File: src/rtl/input_write_arbiter.sv
// Two-requester round-robin burst arbiter feeding the 32-bit input FIFO write
// port. Each grant lasts up to BURST_LEN words and holds while the FIFO
// reports almost-full. The write toward the FIFO is registered, and a running
// count of committed words is kept.
module input_write_arbiter #(
  parameter int BURST_LEN = 8,
  parameter int CNT_W     = 32
) (
  input  logic             ClkxCI,
  input  logic             RstxRI,
  input  logic             Req0ValidxSI,
  input  logic [31:0]      Req0DataxDI,
  output logic             Req0ReadyxSO,
  input  logic             Req1ValidxSI,
  input  logic [31:0]      Req1DataxDI,
  output logic             Req1ReadyxSO,
  input  logic             FifoBusyxSI,
  output logic             FifoWexSO,
  output logic [31:0]      FifoDInxDO,
  output logic [1:0]       GrantxSO,
  output logic [CNT_W-1:0] WordCntxDO
);

  typedef enum logic [1:0] {IDLE = 2'd0, G0 = 2'd1, G1 = 2'd2} state_t;

  // The burst counter reaches this value on the last word of a burst.
  localparam logic [7:0] BURST_LAST = 8'(BURST_LEN - 1);

  state_t      state, state_nxt;
  logic [7:0]  burst_cnt, burst_cnt_nxt;
  logic        last_srv, last_srv_nxt;   // index of the requester served most recently
  logic        xfer;
  logic [31:0] xfer_data;
  logic        own_sel;                  // 1 when the current grant belongs to requester 1
  logic        own_vld, oth_vld;

  // While the FIFO is busy, the current owner stalls but keeps its grant.
  assign Req0ReadyxSO = (state == G0) & ~FifoBusyxSI;
  assign Req1ReadyxSO = (state == G1) & ~FifoBusyxSI;
  assign xfer         = (Req0ReadyxSO & Req0ValidxSI) | (Req1ReadyxSO & Req1ValidxSI);
  assign xfer_data    = (state == G1) ? Req1DataxDI : Req0DataxDI;
  assign GrantxSO     = {state == G1, state == G0};

  assign own_sel = (state == G1);
  assign own_vld = own_sel ? Req1ValidxSI : Req0ValidxSI;
  assign oth_vld = own_sel ? Req0ValidxSI : Req1ValidxSI;

  // Next-state logic: arbitration from IDLE, and burst release with an
  // immediate handover (no idle cycle) while a grant is held.
  always_comb begin
    state_nxt     = state;
    burst_cnt_nxt = burst_cnt;
    last_srv_nxt  = last_srv;
    case (state)
      IDLE: begin
        if (Req0ValidxSI && (!Req1ValidxSI || last_srv)) begin
          state_nxt     = G0;
          last_srv_nxt  = 1'b0;
          burst_cnt_nxt = '0;
        end else if (Req1ValidxSI) begin
          state_nxt     = G1;
          last_srv_nxt  = 1'b1;
          burst_cnt_nxt = '0;
        end
      end
      G0, G1: begin
        if ((xfer && (burst_cnt == BURST_LAST)) || !own_vld) begin
          burst_cnt_nxt = '0;
          if (oth_vld) begin
            state_nxt    = own_sel ? G0 : G1;
            last_srv_nxt = ~own_sel;
          end else if (!own_vld) begin
            state_nxt = IDLE;
          end
          // Otherwise the burst is exhausted but the owner is still valid,
          // so it is regranted with a fresh counter.
        end else if (xfer) begin
          burst_cnt_nxt = burst_cnt + 8'd1;
        end
      end
      default: state_nxt = IDLE;
    endcase
  end

  // Arbitration state registers.
  always_ff @(posedge ClkxCI) begin
    if (RstxRI) begin
      state     <= IDLE;
      burst_cnt <= '0;
      last_srv  <= 1'b1;
    end else begin
      state     <= state_nxt;
      burst_cnt <= burst_cnt_nxt;
      last_srv  <= last_srv_nxt;
    end
  end

  // Registered FIFO write. The data register holds between writes.
  always_ff @(posedge ClkxCI) begin
    if (RstxRI) begin
      FifoWexSO  <= 1'b0;
      FifoDInxDO <= '0;
    end else begin
      FifoWexSO <= xfer;
      if (xfer) FifoDInxDO <= xfer_data;
    end
  end

  // The count advances on each edge where the FIFO commits a word.
  always_ff @(posedge ClkxCI) begin
    if (RstxRI) WordCntxDO <= '0;
    else        WordCntxDO <= WordCntxDO + {{(CNT_W-1){1'b0}}, FifoWexSO};
  end

endmodule

File: config.mk
export PLATFORM = sky130hd
export DESIGN_NAME = input_write_arbiter
export DESIGN_NICKNAME = d
export VERILOG_FILES = /design/src/rtl/input_write_arbiter.sv
export SDC_FILE = /design/constraint.sdc
export NUM_CORES = 1
export LEC_CHECK = 0
export CORE_MARGIN = 4
export CORE_UTILIZATION = 44
export DETAILED_ROUTE_END_ITERATION = 8
export GPL_TIMING_DRIVEN = 0
export PLACE_DENSITY = 0.8
export SETUP_SLACK_MARGIN = 0.05
export SKIP_CTS_REPAIR_TIMING = 1
export SYNTH_ARGS = -nofsm -noshare
export SYNTH_HDL_FRONTEND = slang
export SYNTH_SLANG_ARGS = --single-unit
File: constraint.sdc
create_clock -name ClkxCI -period 2.4 [get_ports ClkxCI]
set_input_delay 0.24 -clock ClkxCI [delete_from_list [all_inputs] [get_ports ClkxCI]]
set_output_delay 0.24 -clock ClkxCI [all_outputs]
set_load 0.01 [all_outputs]
After elaboration in Yosys (flattened, before gate mapping)
Index checks and enable logic that the tools add are counted.
W data, S select, Z words.
{"block": "totals", "output_inout_bits": 69, "reg_bits": 76, "input_bits": 69, "word_cells": 55}
{"block": "classes", "eq_ne": 8, "reduce_logical": 12, "n_mux": 20, "bitwise": 7, "n_addsub": 2}
{"operator": "$add A32 B1 Y32", "n": 1}
{"operator": "$mux W32", "n": 1}
{"operator": "$mux W8", "n": 4}
{"operator": "$pmux W8 S2", "n": 1}
{"operator": "$mux W2", "n": 6}
{"operator": "$ne A3 B3 Y1 const B", "n": 3}
{"operator": "$add A8 B1 Y8 const B", "n": 1}
{"operator": "$eq A8 B3 Y1 const B", "n": 1}
{"operator": "$mux W1", "n": 6}
{"operator": "$reduce_and A3 Y1", "n": 2}
{"operator": "$and A1 B1 Y1", "n": 4}
{"operator": "$ne A2 B2 Y1 const B", "n": 2}
{"operator": "$pmux W2 S2", "n": 1}
{"operator": "$reduce_and A4 Y1", "n": 1}
{"operator": "$eq A2 B1 Y1 const B", "n": 1}
{"operator": "$eq A2 B2 Y1 const B", "n": 1}
{"operator": "$logic_and A1 B1 Y1", "n": 2}
{"operator": "$logic_not A1 Y1", "n": 2}
{"operator": "$logic_not A2 Y1", "n": 1}
{"operator": "$logic_or A1 B1 Y1", "n": 2}
{"operator": "$not A1 Y1", "n": 2}
{"operator": "$pmux W1 S2", "n": 1}
{"operator": "$reduce_bool A2 Y1", "n": 1}
{"operator": "$reduce_or A2 Y1", "n": 1}
{"operator": "$or A1 B1 Y1", "n": 1}

Longest topological paths before layout
{"block": "logic_depth", "ltp_word": 8, "depth_mapped": 9}

Least setup slack after synthesis
OpenSTA, ideal clock, no wires.
{"block": "synth_timing", "kind": "register to register", "start": "register state[0]", "end": "register burst_cnt[7]", "path_slack_ps": 539, "period_less_slack_ps": 1861, "setup_ps": 58, "path_stages_with_launch": 9, "t_required_ps": 2342, "arrival_time_ps": 1803, "path_cell_list": "dfxtp_1 -> inv_1 -> ha_1 -> buf_2 -> a22oi_1 -> nor2_1 -> a41o_1 -> a31o_2 -> o21ba_1"}
{"block": "synth_via", "elab_chain_len": 8}
{"element": "start: declaration", "line": "29", "source": "state_t state, state_nxt;"}
{"element": "start signal: assignment", "line": "92", "source": "state <= state_nxt;"}
{"element": "$eq A2 B2 Y1 *", "line": "44", "source": "assign own_sel = (state == G1);"}
{"element": "net own_sel", "line": "34", "source": "logic own_sel;"}
{"element": "$and A1 B1 Y1", "line": "39", "source": "assign Req1ReadyxSO = (state == G1) & ~FifoBusyxSI;"}
{"element": "$and A1 B1 Y1", "line": "40", "source": "assign xfer = (Req0ReadyxSO & Req0ValidxSI) | (Req1ReadyxSO & Req1ValidxSI);"}
{"element": "$or A1 B1 Y1", "line": "40"}
{"element": "$logic_and A1 B1 Y1", "line": "67", "source": "if ((xfer && (burst_cnt == BURST_LAST)) || !own_vld) begin"}
{"element": "$logic_or A1 B1 Y1", "line": "67"}
{"element": "$ne A3 B3 Y1 (no line) / $mux W8 (equally long branches)"}
{"element": "$reduce_and A3 Y1 (no line) / $pmux W8 S2 (equally long branches)"}
{"element": "end signal: assignment", "line": "93", "source": "burst_cnt <= burst_cnt_nxt;"}
{"element": "end: declaration", "line": "30", "source": "logic [7:0] burst_cnt, burst_cnt_nxt;"}
The timed path passes the listed nets; every way through them passes the cells marked *.
A chain may end at the register's enable or synchronous reset.

Worst setup path in the final report
{"block": "layout_timing", "start": "register state[0]", "end": "output Req1ReadyxSO"}
{"block": "layout_via", "elab_chain_len": 2}
{"element": "$eq A2 B2 Y1"}
{"element": "net own_sel", "line": "34"}
{"element": "$and A1 B1 Y1", "line": "39"}
{"element": "end: declaration", "line": "16", "source": "output logic Req1ReadyxSO,"}
The timed path passes the listed nets, and every way through them passes these cells.

==> metrics.cfg <==
[synthesis]
synth_seq_cells=76
synth_warnings=0
synth-simple-area-share_pct=20.9
synth_fa_ha_area_share_pct=2.45
ys_seq_area_share_pct=42.5
syn-num-nets=472
synth_mux_area_share_pct=9.50
syn_avg_cell_area_um2=9.04
synthCells=396
synth-xor-area-share_pct=7.58
syn_area_um2=3580
synth_compound_area_share_pct=13.1
synth_top_family_by_area=simple AND/OR/NAND/NOR gates
synth_cell_types=43

[cells_and_area]
regArea_um2=1520
layout_common_cells=135 x clkdlybuf4s50_1, 76 x dfxtp_1, 74 x nor2_1, 36 x a211oi_1, 34 x mux2i_1
stdcell_count=649
utilization_pct=68.0
multi_input_area_um2=1920
drive_gt1_share_pct=6.22
fin_area_um2=5310
fillers=649
area_delta_synth_final_pct=48.2
num_antenna_cells=0
layout_commonest_cell=clkdlybuf4s50_1
finalNetCount=618

[place]
hpwlAfterDp_mm=7.26
place_area_um2=5060
port_buffers=135
pre_cts_slack_ns=-0.00889
place_inst=633
place.gp.congestion=0.814

[drt]
route.vias.total=3341
routed_wl_mm=9.38
avgViaCountPerCell=5.15
drtIter0Drc=121
wl_per_cell_um=14.5
first_pass_iters=4
ant_nets=0
drc_errors=0

[grt]
grt-ovfl-total=0
grt_use_total_pct=19.3
grt_pass1_vias=3219
grt_first_pass_wirelength_mm=15.4
antenna_found_initial=0
grt_max_degree=13

[power]
ir_drop_uv=422
power_density_nw_per_um2=741
power_leakage_nw=1.91

[worst_setup_path]
cp.arrival_ns=2.02
worstSetupEndpointType=primary output
start_kind=flop
crit_chain=inv_1 > ha_2 > buf_6 > buf_6 > nor2b_1 > clkdlybuf4s50_1
critPathRequiredTime_ns=2.16
path_max_fanout=10
crit_path_top_delay_cell=clkdlybuf4s50_1
path_common_cell=buf_6
cpPeakStageDelay_ns=0.54
path_class=flop to primary output
rr_worst_depth=7

[clocking]
clkSinkCount=76
cts_made_buffers=9
clockRootBuffer=clkbuf_8
clockBufferDepth=2
cts_tree=done
clock_latency_ns=0.34
path_clk_slew_ns=0.08
htree_levels=3

[floorplanning]
die_y_um=98.2
io_pins=138
die_area_um2=9650
std_cell_rows=32
core_um2=7810
initial_core_util_pct=45.9
die_w_um=98.2

[timing]
grt_setup_unrepaired=false
hold_viol_final=0
finClkSkew_ns=0.00970
max_slew_margin_pct=56.1
layout_setup_ws_ns=0.136
holdWs_ns=0.404
fin_crit_ns=2.26
fmax_mhz=442
period_share_pct=94.3
tightest_slew_ns=0.658
finalSetupViolations=0
slew_viol_final=0

[outcome]
outcome=finished clean

[flow_run]
maxCapViolations=0

[min_path]
hold_class=primary input to flop
holdPathStages=4

## cell usage after synthesis (all sizes together)
cell / instances / area, um^2
o21ba: 1 / 10.0
inv: 7 / 26.3
buf: 13 / 65.1
and4: 3 / 26.3
o21ai: 10 / 50.1
a31o: 1 / 8.76
nor4b: 1 / 8.76
nand3: 16 / 80.1
a21oi: 10 / 50.1
and3: 6 / 37.5
or2: 2 / 12.5
nand4: 12 / 96.3
dfxtp: 76 / 1520
nor2b: 5 / 31.3
ha: 7 / 87.6
nor3: 4 / 20.0
xnor2: 11 / 96.3
or3: 5 / 31.3
a22o: 1 / 8.76
a221o: 1 / 10.0
nor4: 1 / 21.3
a41o: 1 / 10.0
clkbuf: 12 / 50.1
and2: 4 / 25.0
a211oi: 37 / 283
nor2: 74 / 278
a22oi: 1 / 7.51
xor2: 20 / 175
nand2b: 3 / 18.8
o2bb2ai: 2 / 17.5
or3b: 1 / 8.76
o31ai: 2 / 15.0
nand2: 12 / 52.6
mux2i: 34 / 340
## final timing paths
path / startpoint / endpoint / slack [ns]
worst max-delay path: state[0]$_SDFFE_PP0P_ / Req1ReadyxSO / 0.14
worst min-delay path: Req1ValidxSI / last_srv$_SDFFE_PP1P_ / 0.40
worst max register to register: state[1]$_SDFFE_PP0P_ / state[1]$_SDFFE_PP0P_ / 0.33
worst min register to register: WordCntxDO[31]$_SDFF_PP0_ / WordCntxDO[31]$_SDFF_PP0_ / 0.50
## sequential cells by signal, indices dropped and copies added (netlist names)
signal,flops
burst_cnt,8
WordCntxDO,32
last_srv,1
FifoWexSO,1
state,2
FifoDInxDO,32
## metal layers
layer / global-route usage (%) / routed length, um
met5: 0 / 0
met1: 22.4 / 3790
met3: 6.93 / 963
met4: 5.99 / 138
met2: 33.5 / 4490
## logic make-up after synthesis
logic type,after synthesis
adders and majority gates,7
DFF,76
buffers and inverters,32
xor gates and xnor gates,31
muxes,34
AOI/OAI and AO/OA,67
and+or+nand+nor,149
## power by group
group          internal, W  switching (W)
clock network     0.000646       0.000465
logic             0.000681       0.000685
registers          0.00138      0.0000723
total              0.00271        0.00122
## metrics by stage
stage | total power, W | TNS [ns]
after CTS | 0.00392 | -0.391
after floorplan | 0.00230 | 0
final | 0.00393 | 0
after detailed placement | 0.00282 | -0.00889
after global routing | 0.00416 | 0
after global placement | 0.00279 | -0.00971
## final cells by class
cell class | instances | share of cell area (%)
multi-input combinational | 288 | 36.2
timing repair buffer | 135 | 25.5
clock inverter | 3 | 1.30
sequential | 76 | 28.7
tap | 102 | 2.41
buffer | 25 | 2.48
clock buffer | 13 | 2.99
inverter | 7 | 0.495
## worst max-delay path: cells and delay by family, from the launching register on
family        cells  cell delay (ns)
fa+ha+maj         1             0.23
buf+inv           4             0.99
flops             1             0.33
simple gates      1             0.14
Power figures use the tool's default switching activity.
